File: src/rtl/fib_sat_counter.sv
// rtl/fib_sat_counter.sv - saturating up-counter with synchronous clear
module fib_sat_counter #(
    parameter int WIDTH = 8
) (
    input  logic             clk,
    input  logic             reset,
    input  logic             clear,
    input  logic             inc,
    output logic [WIDTH-1:0] count
);

    always_ff @(posedge clk or posedge reset) begin
        if (reset) begin
            count <= '0;
        end else if (clear) begin
            count <= '0;
        end else if (inc && (count != {WIDTH{1'b1}})) begin
            count <= count + 1'b1;
        end
    end

endmodule

File: config.mk
export PLATFORM = sky130hd
export DESIGN_NAME = fib_sat_counter
export DESIGN_NICKNAME = d
export VERILOG_FILES = /design/src/rtl/fib_sat_counter.sv
export SDC_FILE = /design/constraint.sdc
export NUM_CORES = 1
export LEC_CHECK = 0
export ABC_AREA = 1
export CAP_MARGIN = 20
export CORE_AREA = 3 3 40 42
export DETAILED_ROUTE_END_ITERATION = 16
export DIE_AREA = 0 0 43 45
export PLACE_DENSITY = 0.72
export SLEW_MARGIN = 25
export SYNTH_ARGS = -nofsm -noshare
export SYNTH_HDL_FRONTEND = slang
export SYNTH_SLANG_ARGS = --single-unit
File: constraint.sdc
create_clock -name clk -period 3.6 [get_ports clk]
set_input_delay 0.72 -clock clk [delete_from_list [all_inputs] [get_ports clk]]
set_output_delay 0.72 -clock clk [all_outputs]
set_load 0.01 [all_outputs]
-- After elaboration in Yosys (flattened, before gate mapping)
Index checks and enable logic that the tools add are counted.
- flip-flop bits (word level): 8
- latch bits: 0
- memory bits (writable): 0
- bits in read-only memories: 0
- input bits: 4
- output and inout bits: 8
- word-level logic and storage cells: 7
- memories: 0
- $add $sub $neg: 1
- multipliers: 0
- divide/modulo/power cells: 0
- magnitude comparators: 0
- equal/unequal tests: 1
- shift-type cells: 0
- multiplexer cells: 2
- bitwise operators: 0
- reduce and logical (&&, ||, !) cells: 2
- operators by type and width (kind ; number):
    8-bit 2-to-1 mux ; 2
    8-bit by 1-bit adder with 8-bit output, second input constant ; 1
    8-bit != test, second input constant ; 1
    2-bit nonzero test ; 1
    1-bit logical AND ; 1

-- Depth between registers and ports, before layout
- word-level depth: 4
- depth in mapped cells: 9
- depth with buffers taken out: 9

-- Worst setup path after synthesis
OpenSTA, ideal clock, no wires.
- path type: flip-flop to flip-flop
- start point: register count[0]
- end point: register count[4]
- setup time: 65 ps
- arrival: 1247 ps
- data required time: 3535 ps
- path slack: 2288 ps
- cell stages (with the launch flop): 9
- buffers on the path: 0
- period minus slack after synthesis: 1312 ps
- cells stage by stage: dfrtp_1 ha_1 nand2_2 nor2_4 nand2_2 nand2_4 nor2_1 nand2_1 nand2_1
- word-level cells in the longest chain between the ends: 3
- elaborated cells on any way between the ends: 6
- classes of those cells: add/sub (1); eq/ne (1); mux (2); reduce/logical (2)
- RTL lines (item ; line ; text):
    from (decl) ; 9 ; output logic [WIDTH-1:0] count
    from (signal assigned) ; 18 ; count <= count + 1'b1;
    8-bit by 1-bit adder with 8-bit output or 8-bit != test (tied branches) ; 18, 17 ;
    8-bit 2-to-1 mux or 1-bit logical AND (tied branches) ; 17 ; end else if (inc && (count != {WIDTH{1'b1}})) begin
    8-bit 2-to-1 mux or 2-bit nonzero test (tied branches) ; -- ;
Several ways; a longest one is shown, not always the timed one. The select of a mux whose other input is x is not followed.
A chain may end at the register's enable or synchronous reset.

-- Worst setup path in the final report
- start point: register count[5]
- end point: output port count[5]
No word-level cell between the ends.

==> run_results.csv <==
group,metric,value,unit
timing,drv_slew,0,
min_path,worstHoldPathType,"flip-flop to flip-flop",
place,gp_congestion,0.734,
clock_tree,clk_path_buf_depth,2,
setup_path,critPathRequiredTime,2880,ps
setup_path,path_buf_inv,1,
logic_synthesis,synth_mux_area_frac,0,
route,wl_per_cell,9.45,um
route,vias_per_cell,4.42,
timing,setup_tns,0,ps
timing,fmax,502,MHz
pwr,power.leakage,0.343,nW
route,ant_nets,0,
job,drv_cap,0,
logic_synthesis,synth_nets,74,
logic_synthesis,ys_top_cells_by_count,"nand2_1, inv_1, dfrtp_1, nand3_1, nor2_1",
final_layout,diodes,0,
die,core_area,1280,um^2
setup_path,worstPathMaxFanout,6,
pwr,peakVddDrop,0.186,mV
die,die_w,43,um
setup_path,cp_cell_sequence,"clkdlybuf4s50_1",
clock_tree,cts_resized,0,
pwr,powerDensity,287,nW/um^2
setup_path,ff2ff_path_depth,8,
logic_synthesis,async_flop_share,1.00,
die,die_h,45,um
logic_synthesis,synth-edff-count,0,
route,vias,433,
route,drc,0,
logic_synthesis,yosysTopAreaCell,"dfrtp_1",
clock_tree,htree_num_levels,1,
setup_path,cp.arrival,1270,ps
die,start_util,0.394,
global_routing,grt_pass1_wl,1680,um
min_path,hold_depth,2,
place,dp_hpwl,744,um
clock_tree,clock_latency,250,ps
route,first_pass_iters,4,
logic_synthesis,synth_top_family_by_area,"simple AND/OR/NAND/NOR gates",
clock_tree,cts.reportedPaths.clkPinSlew,50,ps
logic_synthesis,synth.top_cell.area_share,0.395,
timing,rsz0062_at_grt,"no",
timing,fin_skew,2.69,ps
place,numPortBuffers,11,
setup_path,crit_family,"buffers and inverters",
final_layout,drive_gt1_frac,0.120,
logic_synthesis,synthCells,69,
logic_synthesis,synth_flop_cell,"dfrtp_1",
clock_tree,cts.sinks,8,
timing,period_minus_slack,1990,ps
global_routing,antenna_found_initial,0,
route,wl,926,um
timing,finalHoldViolations,0,
clock_tree,cts_tree,"yes",
logic_synthesis,avgSynthCellArea,7.34,um^2
final_layout,finalNetCount,90,
setup_path,worstSetupPathType,"flip-flop to output port",
setup_path,startpoint_type,"flip-flop",
final_layout,largest_reg_flops,8,
timing,finalSetupViolCount,0,
setup_path,critical-path-max-stage-delay,570,ps
final_layout,regMostFlops,"count",
logic_synthesis,yosysWarnings,0,
logic_synthesis,yosys-top-cells-area,"dfrtp_1, nand2_1, inv_1",
logic_synthesis,synth_xor_area_frac,0.0691,
clock_tree,cts_setup_buffers,0,
logic_synthesis,ys_ff_latch,8,
setup_path,crit_slowest_cell,"clkdlybuf4s50_1",
setup_path,end_kind,"output port",
die,std_cell_rows,13,
timing,hold_ws,536,ps
logic_synthesis,yosys.area_share.simple,0.390,
logic_synthesis,synth_cell_types,16,
logic_synthesis,yosys.area_share.adder,0.0247,
die,dieArea,1940,um^2
clock_tree,postCtsHoldBufs,0,
global_routing,first_global_vias,390,
pwr,p_total,189,uW
logic_synthesis,syn_area,507,um^2
final_layout,area_growth,29.9,%
clock_tree,cts-root-buf,"clkbuf_4",
logic_synthesis,synth-compound-area-share,0.0296,
timing,worstMarginPinSlew,316,ps
final_layout,largestRegisters,"count x8",
timing,period_share,0.553,
logic_synthesis,ys_seq_area_frac,0.395,
clock_tree,numCtsBuffers,3,
route,drt-initial-drc-count,6,
run_status,status,"finished clean",
global_routing,overflow,0,
timing,relSlewSlack,0.789,
logic_synthesis,yosysMostFrequentCell,"nand2_1",
setup_path,crit_cells,1,
global_routing,grt_max_degree,9,
global_routing,grt_use_total,0.125,
die,io-pin-count,12,
## worst paths after layout
check	startpoint	to	slack, ps
min reg2reg	count[1]	count[1]	540
max in group asynchronous	reset	count[4]	2670
min in group asynchronous	reset	count[1]	700
min	count[1]	count[1]	540
max	count[5]	count[5]	1610
max reg2reg	count[0]	count[3]	2160
## layout by cell type, fill, tap and decap left out, drive strengths merged
master / Yosys / layout
a21oi: 2 / 2
clkbuf: 0 / 3
clkdlybuf4s50: 0 / 11
clkinv: 1 / 1
dfrtp: 8 / 8
ha: 1 / 1
inv: 10 / 10
nand2: 29 / 29
nand3: 5 / 5
nor2: 7 / 7
nor3b: 1 / 1
o21ai: 1 / 1
xnor2: 1 / 1
xor2: 3 / 3
## logic make-up (layout without fill, tap and decap cells)
group | count (synthesis) | count (layout)
and+or+nand+nor | 42 | 42
buffers and inverters | 11 | 25
DFF | 8 | 8
xor gates and xnor gates | 4 | 4
AOI/OAI and AO/OA | 3 | 3
adders and majority gates | 1 | 1
## power by group
part | switching (mW) | total, mW | internal, mW
sequential | 0.00328 | 0.0961 | 0.0928
combinational | 0.0129 | 0.0250 | 0.0121
clock | 0.0298 | 0.0679 | 0.0381
## area by class of cell
type	instances	area [um^2]
repair buffers	11	110
fillers	125	627
inverters	11	46.3
flip-flops and latches	8	200
clock buffers	3	22.5
multi-input cells	50	260
well taps	15	18.8
## stage by stage
step	setup slack (ps)	std cells	area, um^2	utilization
floorplan	2290	69	507	-
global placement	1810	95	636	0.495
detailed placement	1780	95	636	0.495
CTS	1600	98	658	0.512
global route	1540	98	658	0.512
finish	1610	98	658	0.512
## per-layer routing
metal	up-vias	routed length (um)	track usage
met3	2	64	0.0717
li1	237	-	-
met1	182	459	0.164
met5	-	0	0
met4	0	12	0.0723
met2	12	390	0.156
(Power assumes the default switching activity.)
==> RTL change 1 (same settings) <==
Make the reset (`reset`) synchronous in one clocked block.
--- a/src/rtl/fib_sat_counter.sv
+++ b/src/rtl/fib_sat_counter.sv
@@ -10,5 +10,5 @@
 );
 
-    always_ff @(posedge clk or posedge reset) begin
+    always_ff @(posedge clk) begin
         if (reset) begin
             count <= '0;
Behaviour: differs if reset is asserted again (counterexample within 4 cycles, from zero or initial values and one cycle with reset high); with reset held inactive, the same outputs for 10 cycles.
==> RTL change 1 against the original RTL <==
- synthesized cell count increased by 5.8%
- setup slack improved by 0.023 ns
- power decreased by 4.2%
- cell area decreased by 7.6%
- critical endpoint is now count[0]
- maximum frequency increased by 1.2%
- sequential share of layout area decreased by 4.1 points
- sequential power decreased by 3.3%
- routed wire length increased by 9.2%
- sequential cell count unchanged
- synthesized area decreased by 9.1%
- via count increased by 11%
==> RTL change 1: results (changes against the original RTL) <==
[worst_setup_path]
r2r-start = count[0]  ; unchanged
critPathLaunchType = register  ; unchanged
cp.arrival_ns = 1.25  ; was 1.27 ns
cpMaxStageDelayCell = clkdlybuf4s50_1  ; unchanged
cpPeakStageDelay_ns = 0.58
worstPathMaxFanout = 6  ; unchanged
cp_top_family = buffers and inverters  ; unchanged

[yosys]
ys_top_cells_by_area = dfxtp_1 35%, nand2_1 15%, nor2_1 12%, nand3_1 9.8%, a21oi_1 6.5%  ; was dfrtp_1 40%, nand2_1 19%, inv_1 7.4%, xor2_1 5.2%, nand3_1 4.9%
ys_types = 14  ; was 16
synthArstFlopShare_pct = 0  ; was 100%
synth_top_area_cell = dfxtp_1  ; was dfrtp_1
syn_nets = 78  ; was 74
ys_warn_count = 0  ; unchanged
synthTopCellsByCount = 18 x nand2_1, 15 x nor2_1, 9 x nand3_1  ; was 25 x nand2_1, 10 x inv_1, 8 x dfrtp_1
ys_seq_area_share_pct = 34.8  ; was 39.5%

[route]
drt-met1-wl_um = 504  ; was 459 µm
wl_met3_um = 80  ; was 64 µm
first_pass_iters = 4  ; unchanged
highest_layer = met3  ; was met4
wl_per_cell_um = 10.0  ; was 9.45 µm
dr.first_iter.drc_count = 18  ; was 6
via_per_inst = 4.75  ; was 4.42
met2_length_um = 426  ; was 390 µm

[grt]
antenna_found_initial = 0  ; unchanged
grt_pass1_vias = 380  ; was 390
grtUsageTotal_pct = 11.1  ; was 12.5%
grt_max_degree = 13  ; was 9
grt_pass1_wl_um = 1610  ; was 1680 µm

[min_path]
hp-class = reg -> reg  ; unchanged
hp-start = count[6]  ; was count[1]

[finish]
reg_top3 = count: 8 flops  ; unchanged
drive_above_1_share_pct = 9.30  ; was 12.0%
diodes = 0  ; unchanged
nets = 93  ; was 90

[pwr]
clock_power_share_pct = 38.3  ; was 35.9%
p_leak_uw = 0.000242  ; was 0.000343 µW
internal_power_uw = 138  ; was 143 µW
power_frac_seq_pct = 51.3  ; was 50.8%
ir_drop_uv = 148  ; was 186 µV

[placed_design]
place.gp.congestion = 0.764  ; was 0.734
dp_hpwl_um = 691  ; was 744 µm
io_buffers = 11  ; unchanged
placed_area_um2 = 586  ; was 636 µm²

[run_status]
status = completed  ; unchanged

[timing]
relSlewSlack_pct = 66.7  ; was 78.9%
fin_worst_skew_ns = 0.00245  ; was 0.00269 ns

[clock_network]
clock_path_buffers = 2  ; unchanged
cts_root_buf = clkbuf_4  ; unchanged
ctsResizeCount = 0  ; unchanged
clock_latency_ns = 0.25  ; about the same
cts_htree_levels = 1  ; unchanged
numCtsBuffers = 3  ; unchanged
clkTransAtPathRegs_ns = 0.05  ; about the same
post-cts-setup-buffer-count = 0  ; unchanged

==> RTL change 1: cell count changes after synthesis, moves of 2 or more <==
cell	delta
nor2_1	+10
dfrtp_1	-8
dfxtp_1	+8
nand2_1	-7
a21oi_1	+4
nand3_1	+4
inv_1	-3
xor2_1	-3
inv_2	+2
nand2_4	-2
o21ai_0	+2
==> RTL change 1: cell families (layout without fill, tap and decap cells) <==
family                     Yosys count  count (layout)  synth area share, %
AOI/OAI and AO/OA                    8               8                 8.70
adders and majority gates            1               1                 2.72
buffers and inverters               10              23                 8.15
DFF                                  8               8                 34.8
and+or+nand+nor                     46              46                 45.7
==> RTL change 1: per-stage QoR <==
stage / hold WS (ns) / instances / utilization, % / power, µW / setup slack, ns
6_report: 0.511 / 101 / 47.3 / 181 / 1.63
3_3_place_gp: 0.496 / 98 / 45.6 / 113 / 1.67
5_1_grt: 0.542 / 101 / 47.3 / 192 / 1.58
4_1_cts: 0.512 / 101 / 47.3 / 185 / 1.63
2_1_floorplan: 0.510 / 73 / - / 105 / 2.28
3_5_place_dp: 0.502 / 98 / 45.6 / 114 / 1.62
==> RTL change 1: metal layers <==
| metal | up-vias | track usage (%) |
|---|---|---|
| met5 | - | 0 |
| li1 | 259 | - |
| met3 | 0 | 5.98 |
| met2 | 14 | 13.8 |
| met4 | 0 | 3.61 |
| met1 | 207 | 16.0 |
==> RTL change 1: worst paths after layout <==
check / slack (ns) / endpoint / cells past startpoint
setup reg to reg: 2.32 / count[0] / 6
hold reg to reg: 0.51 / count[6] / 2
hold / removal: 0.51 / count[6] / 2
setup / recovery: 1.63 / count[0] / 1
==> RTL change 1: layout make-up <==
type,instances,area (µm²)
timing repair buffer,11,110
inverter,9,33.8
tap,15,18.8
multi-input combinational,55,263
fill,133,677
sequential,8,160
clock buffer,3,22.5
==> RTL change 2 (same settings) <==
Without the edit above. Change the parameter `WIDTH` from 8 to 9.
--- a/src/rtl/fib_sat_counter.sv
+++ b/src/rtl/fib_sat_counter.sv
@@ -1,5 +1,5 @@
 // rtl/fib_sat_counter.sv - saturating up-counter with synchronous clear
 module fib_sat_counter #(
-    parameter int WIDTH = 8
+    parameter int WIDTH = 9
 ) (
     input  logic             clk,
Ports: changed (resized count); port bits go from 12 to 13. The function was not compared with the original's and may differ.
==> RTL change 2 against the original RTL <==
- combinational power fell by 21%
- global-route usage is 1.1 points higher
- cell area is 1.1% lower
- synthesized area shrank 2.7%
- synthesized cell count down 10%
- setup slack better by 0.024 ns
- via count increased by 5.1%
- sequential cell count rose by 1
- routed wire length grew 9.5%
- power grew 8.0%
- worst hold slack better by 0.0058 ns
==> RTL change 2: results (changes against the original RTL) <==
[finish]
fin_cells = 92  ; was 98
nClkBuffers = 4  ; was 3
seq-cell-share_pct = 34.6  ; was 30.4%
multi_input_gates = 45  ; was 50
n_all_buffers = 12  ; was 11
reg_top3 = count: 9 flops  ; was count: 8 flops
multi_input_area_share_pct = 36.0  ; was 39.5%
buf_share_pct = 18.5  ; was 16.7%
fillers = 134  ; was 125
clockNetworkAreaShare_pct = 4.04  ; was 3.42%
nets = 84  ; was 90
inv_count = 7  ; was 11

[pwr]
clock_power_share_pct = 38.7  ; was 35.9%
p_sw_uw = 49.3  ; was 45.9 µW
swShare_pct = 24.1  ; was 24.3%
ir_drop_uv = 192  ; was 186 µV
p_leak_uw = 0.000297  ; was 0.000343 µW

[yosys]
synth_compound_area_share_pct = 7.11  ; was 2.96%
ys_top_cells_by_area = dfrtp_1 46%, nand3_1 9.1%, nand2_1 9.1%, nor2_1 7.6%, a21oi_1 5.1%  ; was dfrtp_1 40%, nand2_1 19%, inv_1 7.4%, xor2_1 5.2%, nand3_1 4.9%
syn_nets = 68  ; was 74
ys_seq_area_share_pct = 45.7  ; was 39.5%
synthTopCellsByCount = 12 x nand2_1, 10 x nor2_1, 9 x dfrtp_1, 9 x nand3_1, 6 x inv_1  ; was 25 x nand2_1, 10 x inv_1, 8 x dfrtp_1
postSynthCellCount = 62  ; was 69
synth_xor_area_share_pct = 0  ; was 6.91%
ys_types = 14  ; was 16

[placed_design]
place.gp.congestion = 0.733  ; was 0.734
dp_cells = 88  ; was 95
dp_hpwl_um = 780  ; was 744 µm
preCtsSetupSlack_ns = 1.71  ; was 1.78 ns
io_buffers = 12  ; was 11

[timing]
worst_hold_slack_ns = 0.542  ; was 0.536 ns
fin_worst_skew_ns = 0.000642  ; was 0.00269 ns
relSlewSlack_pct = 76.3  ; was 78.9%

[grt]
grt_pass1_vias = 432  ; was 390
grt_max_degree = 12  ; was 9
grt_pass1_wl_um = 1910  ; was 1680 µm
grtUsageTotal_pct = 13.6  ; was 12.5%

[route]
dr.first_iter.drc_count = 14  ; was 6
wl_um = 1010  ; was 926 µm

[run_status]
status = completed  ; unchanged

[worst_setup_path]
cp.arrival_ns = 1.25  ; was 1.27 ns

==> RTL change 2: per-stage QoR <==
step / utilization [%] / cell area, µm²
detailed placement: 48.6 / 624
finish: 50.6 / 651
floorplan: - / 493
global route: 50.6 / 651
CTS: 50.6 / 651
global placement: 48.6 / 624
==> RTL change 2: layer usage <==
metal  track usage [%]  part of all wire (%)  vias up
met4              9.04                   2.4        0
met1              18.7                    44      205
li1                  -                     -      233
met3              3.59                   6.1        2
met2              18.6                    47       15
met5                 0                     0        -
==> RTL change 2: final timing paths <==
check / from / end / slack (ns) / cells after the start
max in group asynchronous: reset / count[2] / 2.62 / 2
min in group asynchronous: reset / count[8] / 0.72 / 2
worst min-delay path: count[8] / count[8] / 0.54 / 2
worst max register to register: count[0] / count[7] / 1.86 / 10
worst max-delay path: count[3] / count[3] / 1.63 / 1
worst min register to register: count[8] / count[8] / 0.54 / 2
